$ cat src/rtl/apb_ctrl_pkg.sv
// Shared definitions for the AHB-to-APB bridge controller.
// Holds the bus widths, the FSM state encoding, the one-hot slave select
// codes and the address region / slave field positions used by the decoder.
package apb_ctrl_pkg;

  localparam int unsigned ADDR_W  = 32;
  localparam int unsigned DATA_W  = 32;
  localparam int unsigned SEL_W   = 3;
  localparam int unsigned STATE_W = 3;

  typedef enum logic [STATE_W-1:0] {
    ST_IDLE   = 3'd0,
    ST_WWAIT  = 3'd1,
    ST_SETUP  = 3'd2,
    ST_ACCESS = 3'd3,
    ST_ERR1   = 3'd4,
    ST_ERR2   = 3'd5
  } state_e;

  localparam logic [SEL_W-1:0] SEL_NONE = 3'b000;
  localparam logic [SEL_W-1:0] SEL_S0   = 3'b001;
  localparam logic [SEL_W-1:0] SEL_S1   = 3'b010;
  localparam logic [SEL_W-1:0] SEL_S2   = 3'b100;

  // Bridge region lives in the top nibble; the next two bits pick the slave.
  localparam logic [3:0]  REGION_BASE = 4'h8;
  localparam int unsigned REGION_MSB  = 31;
  localparam int unsigned REGION_LSB  = 28;
  localparam int unsigned SLAVE_MSB   = 27;
  localparam int unsigned SLAVE_LSB   = 26;

endpackage

$ cat src/rtl/apb_addr_decoder.sv
// Combinational APB slave decoder.
// Ports:
//   i_addr   - AHB address (address phase)
//   o_sel_c  - one-hot slave select, SEL_NONE on a miss
//   o_miss_c - 1 when the address is outside the bridge region or slave 3
module apb_addr_decoder
  import apb_ctrl_pkg::*;
(
  input  logic [ADDR_W-1:0] i_addr,
  output logic [SEL_W-1:0]  o_sel_c,
  output logic              o_miss_c
);

  logic [3:0] w_region;
  logic [1:0] w_slave;
  logic       w_unused_low;

  assign w_region     = i_addr[REGION_MSB:REGION_LSB];
  assign w_slave      = i_addr[SLAVE_MSB:SLAVE_LSB];
  // Offset bits within a slave window play no part in the decode.
  assign w_unused_low = ^i_addr[SLAVE_LSB-1:0];

  // Slave field 2'b11 is unpopulated and decodes as a miss.
  always_comb begin
    o_sel_c = SEL_NONE;
    if (w_region == REGION_BASE) begin
      case (w_slave)
        2'b00:   o_sel_c = SEL_S0;
        2'b01:   o_sel_c = SEL_S1;
        2'b10:   o_sel_c = SEL_S2;
        default: o_sel_c = SEL_NONE;
      endcase
    end
    o_miss_c = (o_sel_c == SEL_NONE);
  end

endmodule

$ cat src/rtl/apb_fsm_controller.sv
// AHB-to-APB bridge controller FSM.
// Converts single AHB transfers into APB SETUP/ACCESS cycles, inserts a
// write-data wait state, aborts stalled slaves after TIMEOUT ACCESS cycles
// and returns a two-cycle AHB ERROR for timeouts and decode misses.
// Ports:
//   Hclk, Hresetn        - clock, synchronous active-low reset
//   valid/Haddr/Hwrite   - AHB address phase (valid qualified by Hreadyout)
//   Hwdata               - AHB write data (data phase)
//   Prdata/Pready        - APB slave response
//   Pselx..Penable       - registered APB request
//   Hreadyout/Hrdata/Hresp - AHB response, combinational from state/Pready
module apb_fsm_controller
  import apb_ctrl_pkg::*;
#(
  parameter int unsigned TIMEOUT = 16
) (
  input  logic              Hclk,
  input  logic              Hresetn,
  input  logic              valid,
  input  logic [ADDR_W-1:0] Haddr,
  input  logic              Hwrite,
  input  logic [DATA_W-1:0] Hwdata,
  input  logic [DATA_W-1:0] Prdata,
  input  logic              Pready,
  output logic [SEL_W-1:0]  Pselx,
  output logic [ADDR_W-1:0] Paddr,
  output logic [DATA_W-1:0] Pwdata,
  output logic              Pwrite,
  output logic              Penable,
  output logic              Hreadyout,
  output logic [DATA_W-1:0] Hrdata,
  output logic              Hresp
);

  localparam logic [STATE_W-1:0] S_IDLE   = ST_IDLE;
  localparam logic [STATE_W-1:0] S_WWAIT  = ST_WWAIT;
  localparam logic [STATE_W-1:0] S_SETUP  = ST_SETUP;
  localparam logic [STATE_W-1:0] S_ACCESS = ST_ACCESS;
  localparam logic [STATE_W-1:0] S_ERR1   = ST_ERR1;
  localparam logic [STATE_W-1:0] S_ERR2   = ST_ERR2;

  // A zero TIMEOUT still needs a one-bit counter to keep the logic legal.
  localparam int unsigned     CNT_W    = (TIMEOUT == 0) ? 1 : $clog2(TIMEOUT + 1);
  localparam logic [CNT_W-1:0] CNT_LAST = CNT_W'((TIMEOUT == 0) ? 0 : TIMEOUT - 1);
  localparam logic [CNT_W-1:0] CNT_MAX  = '1;

  logic [STATE_W-1:0] r_state, w_state_nxt;
  logic [SEL_W-1:0]   r_pselx, w_pselx_nxt;
  logic [SEL_W-1:0]   r_sel, w_sel_nxt;
  logic [ADDR_W-1:0]  r_paddr, w_paddr_nxt;
  logic [DATA_W-1:0]  r_pwdata, w_pwdata_nxt;
  logic               r_pwrite, w_pwrite_nxt;
  logic               r_penable, w_penable_nxt;
  logic [CNT_W-1:0]   r_cnt, w_cnt_nxt;
  logic               w_accept;
  logic [SEL_W-1:0]   w_dec_sel;
  logic               w_dec_miss;

  apb_addr_decoder u_dec (
    .i_addr   (Haddr),
    .o_sel_c  (w_dec_sel),
    .o_miss_c (w_dec_miss)
  );

  // State and registered APB outputs.
  always_ff @(posedge Hclk) begin
    if (!Hresetn) begin
      r_state   <= S_IDLE;
      r_pselx   <= SEL_NONE;
      r_sel     <= SEL_NONE;
      r_paddr   <= '0;
      r_pwdata  <= '0;
      r_pwrite  <= 1'b0;
      r_penable <= 1'b0;
      r_cnt     <= '0;
    end else begin
      r_state   <= w_state_nxt;
      r_pselx   <= w_pselx_nxt;
      r_sel     <= w_sel_nxt;
      r_paddr   <= w_paddr_nxt;
      r_pwdata  <= w_pwdata_nxt;
      r_pwrite  <= w_pwrite_nxt;
      r_penable <= w_penable_nxt;
      r_cnt     <= w_cnt_nxt;
    end
  end

  // Next state and next APB outputs.
  always_comb begin
    w_state_nxt   = r_state;
    w_pselx_nxt   = r_pselx;
    w_sel_nxt     = r_sel;
    w_paddr_nxt   = r_paddr;
    w_pwdata_nxt  = r_pwdata;
    w_pwrite_nxt  = r_pwrite;
    w_penable_nxt = r_penable;
    w_cnt_nxt     = r_cnt;
    w_accept      = 1'b0;

    case (r_state)
      S_IDLE: w_accept = 1'b1;
      S_WWAIT: begin
        w_pwdata_nxt = Hwdata;
        w_pselx_nxt  = r_sel;
        w_state_nxt  = S_SETUP;
      end
      S_SETUP: begin
        w_penable_nxt = 1'b1;
        w_cnt_nxt     = '0;
        w_state_nxt   = S_ACCESS;
      end
      S_ACCESS: begin
        if (Pready) begin
          w_accept = 1'b1;
        end else if ((TIMEOUT != 0) && (r_cnt == CNT_LAST)) begin
          w_pselx_nxt   = SEL_NONE;
          w_penable_nxt = 1'b0;
          w_state_nxt   = S_ERR1;
        end else if (r_cnt != CNT_MAX) begin
          w_cnt_nxt = r_cnt + CNT_W'(1);
        end
      end
      S_ERR1:  w_state_nxt = S_ERR2;
      S_ERR2:  w_state_nxt = S_IDLE;
      default: w_state_nxt = S_IDLE;
    endcase

    // Address-phase acceptance, shared by IDLE and a completing ACCESS so
    // back-to-back transfers skip the IDLE cycle.
    if (w_accept) begin
      w_pselx_nxt   = SEL_NONE;
      w_penable_nxt = 1'b0;
      w_state_nxt   = S_IDLE;
      if (valid) begin
        w_paddr_nxt  = Haddr;
        w_pwrite_nxt = Hwrite;
        w_sel_nxt    = w_dec_sel;
        if (w_dec_miss) begin
          w_state_nxt = S_ERR1;
        end else if (Hwrite) begin
          w_state_nxt = S_WWAIT;
        end else begin
          w_pselx_nxt = w_dec_sel;
          w_state_nxt = S_SETUP;
        end
      end
    end
  end

  assign Pselx   = r_pselx;
  assign Paddr   = r_paddr;
  assign Pwdata  = r_pwdata;
  assign Pwrite  = r_pwrite;
  assign Penable = r_penable;

  assign Hreadyout = (r_state == S_IDLE) || (r_state == S_ERR2) ||
                     ((r_state == S_ACCESS) && Pready);
  assign Hresp     = (r_state == S_ERR1) || (r_state == S_ERR2);
  assign Hrdata    = ((r_state == S_ACCESS) && !r_pwrite && Pready) ? Prdata : '0;

endmodule

$ cat config.mk
export PLATFORM = sky130hd
export DESIGN_NAME = apb_fsm_controller
export DESIGN_NICKNAME = d
export VERILOG_FILES = /design/src/rtl/apb_ctrl_pkg.sv /design/src/rtl/apb_addr_decoder.sv /design/src/rtl/apb_fsm_controller.sv
export SDC_FILE = /design/constraint.sdc
export NUM_CORES = 1
export LEC_CHECK = 0
export CORE_MARGIN = 2
export CORE_UTILIZATION = 38
export DETAILED_ROUTE_END_ITERATION = 10
export PLACE_DENSITY = 0.87
export SYNTH_ARGS = -nofsm -noshare
export SYNTH_HDL_FRONTEND = slang
export SYNTH_SLANG_ARGS = --single-unit
$ cat constraint.sdc
create_clock -name Hclk -period 2.53 [get_ports Hclk]
set_input_delay 0.759 -clock Hclk [delete_from_list [all_inputs] [get_ports Hclk]]
set_output_delay 0.759 -clock Hclk [all_outputs]
set_load 0.02 [all_outputs]
* Word-level counts from Yosys, hierarchy flattened
Cells that the tools add are included.
** Storage, ports and cells
- Output and inout bits :: 103
- Logic and storage cells :: 71
- Bits in registers :: 80
- Input port bits :: 101
** Cells by class
- Equality and inequality tests :: 17
- Multiplexer cells :: 26
- Reductions and logical operators :: 18
- Bitwise gates (word level) :: 1
- $add $sub $neg :: 1
** Operators with widths (count)
- $mux 3 :: 12
- $mux 32 :: 1
- $mux 5 :: 3
- $pmux 3 s5 :: 1
- $ne 2x2->1 const B :: 5
- $pmux 5 s2 :: 1
- $pmux 3 s3 :: 1
- $reduce_and 3->1 :: 3
- $eq 3x2->1 const B :: 2
- $eq 3x3->1 const B :: 2
- $logic_not 3->1 :: 2
- $ne 3x3->1 const B :: 2
- $pmux 3 s2 :: 1
- $add 5x1->5 const B :: 1
- $eq 5x4->1 const B :: 1
- $ne 5x5->1 const B :: 1
- $eq 4x4->1 const B :: 1
- $pmux 1 s2 :: 2
- $reduce_and 4->1 :: 1
- $eq 3x1->1 const B :: 1
- $logic_and 1x1->1 :: 3
- $logic_or 1x1->1 :: 3
- $mux 1 :: 3
- $reduce_bool 3->1 :: 1
- 9 further kinds :: 9

* Longest topological paths before layout
- Depth after elaboration :: 7
- Gate-level depth with buffers :: 7
- Mapped depth without buffers :: 7

* Hierarchy
From an unflattened synthesis, not the netlist that was laid out.
** Second synthesis, totals
- Cells, all modules :: 432
- Area, all modules :: 3553.4 sq um
** Modules (own cells, without submodules)
- apb_fsm_controller :: times used 1, cells an instance 427, area an instance 3500.9 sq um
- apb_addr_decoder :: times used 1, cells an instance 5, area an instance 52.6 sq um

* Worst setup path after synthesis
No wires, ideal clock.
- Path type :: input to output
- From :: input port Pready
- To :: output port Hrdata[10]
- Setup slack :: 179 ps
- Stages :: 4
- Path buffers :: 1
- Arrival time :: 1592 ps
- Cells stage by stage :: and3_1 -> nor3b_2 -> buf_2 -> and2_1
** On the way
- Word-level cells in the longest chain between the ends :: 2
** Ends and longest elaborated chain
- from (decl) :: RTL line apb_fsm_controller.sv:24 : input logic Pready,
- $logic_and 1x1->1 :: RTL line apb_fsm_controller.sv:159 : assign Hrdata = ((r_state == S_ACCESS) && !r_pwrite && Pready) ? Prdata : '0;
- $mux 32 :: RTL line apb_fsm_controller.sv:159
- to (decl) :: RTL line apb_fsm_controller.sv:31 : output logic [DATA_W-1:0] Hrdata,
No other way between the ends.

* Worst setup path after layout
Ends and elaborated chain as after synthesis.

==> results.json <==
{
  "cp_common_cell": "buf_6",
  "drt-vias-per-instance": 4.98,
  "fp.coreArea_um2": 8680,
  "die_y_um": 98.6,
  "overflow": 0,
  "crit_path_start_kind": "input port",
  "grt_pass1_vias": 3631,
  "yosysTopAreaCell": "dfxtp_1",
  "netSwitchingFraction": 0.294,
  "start_util": 0.392,
  "netlist.area_leader.share": 0.471,
  "critPathTopFamily": "buffers and inverters",
  "path_class": "in -> out",
  "intPower_mw": 2.54,
  "placed_area_um2": 5510,
  "clk_latency_ns": 0.34,
  "rsz0062_at_grt": "true",
  "hold_buffers": 0,
  "wire_per_inst_um": 14.6,
  "pin_count": 204,
  "syn-instance-count": 429,
  "cp.required_ns": 1.77,
  "cpPeakStageDelay_ns": 0.18,
  "pwr-share-seq": 0.402,
  "synth_area_um2": 3400,
  "portBuffers": 203,
  "cellPowerDensity_nw_per_um2": 605,
  "worst_pin_slew_ns": 1.02,
  "outcome": "finished with violations",
  "drv_cap": 0,
  "ys_top_cells_by_area": "dfxtp_1 47%, nand2_1 12%, nand3_1 6.5%",
  "violations": "negative setup slack",
  "track_usage": 0.215,
  "post_synth_num_cell_types": 40,
  "syn_to_final_growth_pct": 75.2,
  "gp_congestion": 0.838,
  "grt_pass1_wl_mm": 17.1,
  "drive_gt1_frac": 0.168,
  "worst_slack_ns": -0.0435,
  "hold_path_class": "reg -> reg",
  "cts.path.max_buffers": 2,
  "fin_area_um2": 5950,
  "postSynth.asyncResetShare": 0,
  "cts_buffers": 9,
  "ys_warn_count": 0,
  "drt_iter0_drc": 132,
  "nets": 731,
  "cts_tree": "built",
  "pwr-share-comb": 0.276,
  "ant_nets": 0,
  "endpoint_kind": "output pin",
  "die-area_um2": 9720,
  "fin_skew_ns": 0.0112,
  "clk_pin_slew_worst_paths_ns": 0.09,
  "clockPowerShare": 0.322,
  "hold_viol": 0,
  "synth-seq-cells": 80,
  "arrival_ns": 1.81,
  "synth.avg_cell_area_um2": 7.92,
  "synth_top_cells_by_count": "109 x nand2_1, 80 x dfxtp_1, 44 x nand3_1",
  "antenna_cells": 0,
  "root_buffer": "clkbuf_8",
  "path_cells": "buf_6 > and3_4 > nor3b_4 > buf_6 > buf_12 > buf_16 > and2_4 > buf_6",
  "final.period_utilization": 1.02,
  "maxSlewHeadroom": 0.321,
  "wl_mm": 10.8,
  "syn-num-nets": 533,
  "grt_start_max_net_pins": 48,
  "cp_max_fo": 8,
  "min_period_ns": 2.57,
  "fmax_mhz": 389,
  "ir_drop_v": 0.000358,
  "vias": 3686,
  "final_max_slew_viol_count": 0,
  "cpMaxStageDelayCell": "nor3b_4",
  "setup_violations": 16,
  "antenna_found_initial": 0,
  "row_count": 34,
  "path_buf_inv": 5,
  "leakage_nw": 2.30,
  "die_w_um": 98.6,
  "hold_ws_ns": 0.458,
  "synth_edf_count": 0,
  "synth_most_common_cell": "nand2_1",
  "p_sw_mw": 1.06,
  "numClockSinks": 80,
  "dp_hpwl_mm": 7.71,
  "ys_seq_area_frac": 0.471,
  "synth_ff_type": "dfxtp_1",
  "drc": 0,
  "drtPass1Iterations": 4,
  "htreeDepth": 3
}
-- kinds of logic after synthesis --
logic type	share of synthesized area
AO/OA/AOI/OAI	0.158
adder cells (fa/ha/maj)	0.0110
buffers and inverters	0.0604
flip-flops	0.471
AND/OR/NAND/NOR	0.300
-- repair_timing --
action | 4_1_cts | 5_1_grt
gates resized for setup | 221 | 2
buffers inserted | 3 | 1
hold endpoints to repair | 0 | 0
gates cloned | 3 | 0
endpoints found under the setup margin | 33 | 24
pin swaps | 25 | 0
-- per-stage QoR --
step | cells | setup TNS, ns | power [mW] | worst slack, ns | utilization
after floorplan | 429 | 0 | 1.98 | 0.179 | -
after global placement | 718 | -25.54 | 2.43 | -0.784 | 0.634
after detailed placement | 718 | -27.37 | 2.46 | -0.872 | 0.634
after CTS | 740 | -0.421 | 3.63 | -0.0240 | 0.689
after global routing | 740 | -1.25 | 3.77 | -0.0904 | 0.686
final | 740 | -0.565 | 3.60 | -0.0435 | 0.686
-- power by group through the flow --
stage               combinational [mW]  sequential [mW]  clock [mW]
floorplan                        0.367             1.61           0
global placement                 0.967             1.47           0
detailed placement               0.986             1.48           0
global route                      1.06             1.47        1.24
finish                           0.993             1.45        1.16
CTS                              0.994             1.45        1.19
-- tightest hold or removal path, stage by stage (launching register included) --
cell and delay, ns:
dfxtp_1 0.31, nand2_1 0.05, a21oi_1 0.05
-- layer usage --
layer / wire length (µm) / GRT usage
met1: 4560 / 0.261
met2: 5170 / 0.356
met3: 825 / 0.0603
met4: 226 / 0.0938
met5: 0 / 0
-- flip-flops by register name, summed over array words and instances (netlist names) --
name / cells
Paddr: 32
Penable: 1
Pselx: 3
Pwdata: 32
Pwrite: 1
r_cnt: 5
r_sel: 3
r_state: 3
-- worst paths after layout --
path,slack (ns),to,cells after the start,start
setup / recovery,-0.04,Hrdata[10],8,Pready
hold / removal,0.46,Pwdata[10],2,Pwdata[10]
setup reg to reg,0.50,r_cnt[4],6,r_cnt[0]
hold reg to reg,0.46,Pwdata[10],2,Pwdata[10]
-- layout by cell type, fill, tap and decap left out, drive strengths merged, types with 4 or more instances in the layout --
master | netlist | routed
nand3 | 44 | 44
inv | 4 | 4
nand2 | 109 | 109
clkbuf | 6 | 11
clkdlybuf4s50 | 0 | 168
o21ai | 38 | 38
buf | 29 | 53
and2 | 33 | 33
a21oi | 40 | 40
nor2 | 8 | 8
dfxtp | 80 | 80
-- layout make-up --
class                      count  area, µm²
clock buffer                  10        138
clock inverter                 6        116
fill                         693       2720
inverter                       4       15.0
multi-input combinational    310       1680
sequential                    80       1600
tap                          108        135
timing repair buffer         222       2270
Power figures use the tool's default switching activity.
==> edit 1: new RTL, same settings <==
`r_paddr` and `r_pwdata` no longer have a reset.
--- a/src/rtl/apb_fsm_controller.sv
+++ b/src/rtl/apb_fsm_controller.sv
@@ -68,8 +68,6 @@
       r_state   <= S_IDLE;
       r_pselx   <= SEL_NONE;
       r_sel     <= SEL_NONE;
-      r_paddr   <= '0;
-      r_pwdata  <= '0;
       r_pwrite  <= 1'b0;
       r_penable <= 1'b0;
       r_cnt     <= '0;
@@ -77,12 +75,15 @@
       r_state   <= w_state_nxt;
       r_pselx   <= w_pselx_nxt;
       r_sel     <= w_sel_nxt;
-      r_paddr   <= w_paddr_nxt;
-      r_pwdata  <= w_pwdata_nxt;
       r_pwrite  <= w_pwrite_nxt;
       r_penable <= w_penable_nxt;
       r_cnt     <= w_cnt_nxt;
     end
+  end
+
+  always_ff @(posedge Hclk) begin
+    r_paddr  <= w_paddr_nxt;
+    r_pwdata <= w_pwdata_nxt;
   end
 
   // Next state and next APB outputs.
Behaviour: not the same (Yosys sat finds a counterexample within 4 cycles, from zero or initial values and one cycle with Hresetn low).
==> edit 1 against the original RTL <==
- the flow still finishes with violations (negative setup slack)
- setup slack lost 23 ps
- routed wire length down 7.0%
- critical path depth did not move
- final area decreased by 2.5%
- synthesized area down 7.0%
- sequential power increased by 12%
- sequential cell count did not move
- final cell count fell by 27%
- total power fell by 4.3%
==> edit 1: results (changes against the original RTL) <==
[run_status]
outcome=complete, but fails checks
violations=negative setup slack

[cells_and_area]
multi_input_area_share_pct=15.87  ; -12 points
nonClockBufferCount=220  ; -0.90%
layout.nonclk_buf_share_pct=39.46  ; +1.3 points
clk_share_pct=3.579  ; -0.69 points
n_clock_buffer=9  ; -1
seq_area_um2=2242  ; +40%
n_sequential_cell=80  ; unchanged
drive_gt1_share_pct=24.20  ; +7.4 points
fin_nets=537  ; -27%

[sta]
setup_viol_count_final=16  ; unchanged
setup_tns_ps=-820.7  ; -256.1 ps
post-route-worst-setup-slack_ps=-66.20  ; -22.69 ps
relSlewSlack_pct=68.61  ; +36 points
fin_skew_ps=7.218  ; -3.964 ps

[synthesis]
synth_area_leaders=edfxtp_1 61%, dfxtp_1 10%, and2_1 6.5%
synthTopCellsByCount=64 x edfxtp_1, 33 x and2_1, 16 x dfxtp_1, 12 x nand2_1, 8 x a21oi_1
synth_edf_count=64  ; +64
ys_seq_area_share_pct=70.94  ; +24 points

[power_and_ir_drop]
clkPwrFrac_pct=28.6  ; -3.6 points
p_leak_nw=2.207  ; -4.0%

[critical_path]
r2r_slack_ps=480  ; -20 ps
crit_slowest_cell=and3_4

[placed_design]
dp_hpwl_um=7268  ; -5.7%

[route]
drtIter0Drc=77  ; -42%
met3_length_um=697  ; -16%
detail_route.wl_per_cell_um=18.47  ; +27%
via_per_inst=4.832  ; -3.0%

[global_routing]
track_usage_pct=21.14  ; -0.36 points
met3_usage_pct=5.929  ; -0.10 points
grt_max_degree=33  ; -31%

## edit 1: changes by cell type in the layout (fill, tap and decap cells not counted), moves of 6 or more
cell	delta
a21o_1	+6
a21oi_1	-31
buf_4	-7
dfxtp_1	-64
edfxtp_1	+64
nand2_1	-97
nand3_1	-40
o21ai_1	-35
## edit 1: kinds of logic (layout without fill, tap and decap cells)
logic type / count (synthesis) / in the layout / synth area share [%]
flip-flops: 80 / 80 / 70.94
AND/OR/NAND/NOR: 72 / 72 / 14.57
AO/OA/AOI/OAI: 39 / 39 / 9.264
buffers and inverters: 15 / 239 / 2.415
multiplexers: 5 / 5 / 1.623
adder cells (fa/ha/maj): 3 / 3 / 1.188
## edit 1: repair_timing
item                                    in CTS  in global routing
cloned                                       3                  0
hold buffers                                 0                  0
pin swaps                                   12                 11
endpoints found under the setup margin      33                 27
gates resized for setup                    219                  9
buffers inserted                             3                  0
endpoints found under the hold margin        0                  0
## edit 1: worst min-delay path by stage
stage	to	cells after the start	start	slack [ps]
after floorplan	r_sel[0]	2	r_sel[0]	440
after global placement	r_sel[1]	2	r_sel[1]	450
after detailed placement	r_sel[2]	2	r_sel[2]	460
after CTS	Penable	2	Penable	480
after global routing	r_sel[2]	2	r_sel[2]	490
final	Penable	2	Penable	470
## edit 1: per-stage QoR
stage	std cells	cell area [um2]	setup slack (ps)	hold slack [ps]
after CTS	544	5807	-71.43	478.5
after global routing	543	5803	-108.5	493.0
after floorplan	214	3166	100.5	438.3
after global placement	522	5385	-802.5	452.9
final	543	5803	-66.20	472.0
after detailed placement	522	5385	-850.2	458.8
## edit 1: worst reg2reg max path, stage by stage (launching register included)
cell and delay [ps]:
dfxtp_1 340, ha_1 210, and3_1 200, ha_1 250, o31a_2 370, or4_1 480, a21oi_1 140
==> edit 2: new RTL, same flow settings <==
Without the edit above. Make the reset (`Hresetn`) asynchronous in one clocked block. Comments in the files are not updated.
--- a/src/rtl/apb_fsm_controller.sv
+++ b/src/rtl/apb_fsm_controller.sv
@@ -63,7 +63,7 @@
   );
 
   // State and registered APB outputs.
-  always_ff @(posedge Hclk) begin
+  always_ff @(posedge Hclk or negedge Hresetn) begin
     if (!Hresetn) begin
       r_state   <= S_IDLE;
       r_pselx   <= SEL_NONE;
Check against the original RTL: differs if Hresetn is asserted again (counterexample within 4 cycles, from zero or initial values and one cycle with Hresetn low); with Hresetn held inactive, the same outputs for 10 cycles.
==> edit 2 against the original RTL <==
- routed wire length fell by 6.3%
- final area grew 3.1%
- setup slack better by 70 ps
- via count is 14% lower
- sequential cell count is the same
- sequential share of layout area is 5.7 points higher
- synthesized area rose by 4.3%
- critical path type unchanged
- critical endpoint is now Hrdata[27]
Power is not compared: it rests on default switching activity, and its combinational part moved more than twofold at a synthesized area within 25%.
==> edit 2: results (changes against the original RTL) <==
[route]
drtIter0Drc=149  ; +13%
via_per_inst=4.751  ; -4.6%
wl_um=10100  ; -6.3%
met3_length_um=644  ; -22%

[placed_design]
gp_congestion=0.8532  ; +1.9%
dp_hpwl_um=7476  ; -3.0%
placedCellCount=652  ; -9.2%

[synthesis]
synthDistinctLibCells=37  ; -7.5%
synth.area.mux_share_pct=10.48  ; +10 points
synth-compound-area-share_pct=5.575  ; -10 points
ys_seq_area_share_pct=56.46  ; +9.3 points
synthAdderAreaFrac_pct=1.059  ; -0.046 points
synthTopCellsByCount=108 x nand2_1, 80 x dfrtp_1, 33 x mux2_1, 32 x and2_1, 15 x buf_2
postSynthCellCount=342  ; -20%

[run_status]
outcome=finished, final reports clean

[cells_and_area]
fin_nets=659  ; -9.8%
drive_gt1_share_pct=16.43  ; -0.34 points
nFillCells=694  ; +0.14%

[global_routing]
track_usage_pct=19.86  ; -1.6 points
use_met2_pct=34.26  ; -1.4 points
grt_max_degree=52  ; +8.3%
met3_usage_pct=5.964  ; -0.064 points
grt_pass1_wl_um=16060  ; -6.2%
use_met1_pct=24.75  ; -1.4 points

[critical_path]
crit_slowest_cell=and4bb_2
max_stage_delay_ps=250  ; +70 ps

[worst_hold_path]
hold_class=in2async

[clock_tree]
clk_latency_ps=340  ; about the same

[sta]
fin_skew_ps=9.291  ; -1.891 ps

-- edit 2: power by group through the flow --
| stage | sequential (mW) | combinational [mW] | clock, mW |
|---|---|---|---|
| detailed placement | 2.23 | 3.60 | 0 |
| global route | 2.29 | 3.91 | 1.21 |
| floorplan | 2.87 | 1.18 | 0 |
| CTS | 2.21 | 3.68 | 1.16 |
| global placement | 2.19 | 3.50 | 0 |
| finish | 2.21 | 3.64 | 1.14 |
-- edit 2: per-stage QoR --
stage	worst slack [ps]	area [um2]	hold WS, ps
2_1_floorplan	388.5	3546	450.2
5_1_grt	0.1195	6140	368.5
6_report	26.37	6140	352.9
3_5_place_dp	-662.2	5757	460.8
3_3_place_gp	-632.6	5757	456.7
4_1_cts	10.49	6135	352.4
-- edit 2: layout make-up --
| class | count | area (um2) | area share [%] |
|---|---|---|---|
| timing repair buffer | 221 | 2256 | 36.74 |
| tap | 111 | 138.9 | 2.262 |
| multi-input combinational | 239 | 1484 | 24.17 |
| clock buffer | 10 | 127.6 | 2.079 |
| sequential | 80 | 2002 | 32.61 |
| inverter | 4 | 15.01 | 0.2445 |
| clock inverter | 6 | 116.4 | 1.895 |
-- edit 2: path summary, 6_finish.rpt --
check | startpoint | endpoint | depth (start not counted)
max in group asynchronous | Hresetn | r_cnt[4] | 2
min in group Hclk | Paddr[24] | Paddr[24] | 2
worst max-delay path | Pready | Hrdata[27] | 6
worst min register to register | Paddr[24] | Paddr[24] | 2
worst min-delay path | Hresetn | Penable | 1
worst max register to register | r_cnt[0] | r_cnt[3] | 7
-- edit 2: what timing repair did --
| action | 4_1_cts | 5_1_grt |
|---|---|---|
| hold buffers | 0 | 0 |
| endpoints found under the setup margin | 33 | 34 |
| resized for setup | 214 | 10 |
| gates cloned | 2 | 0 |
| pin swaps | 0 | 1 |
| buffers inserted | 2 | 0 |
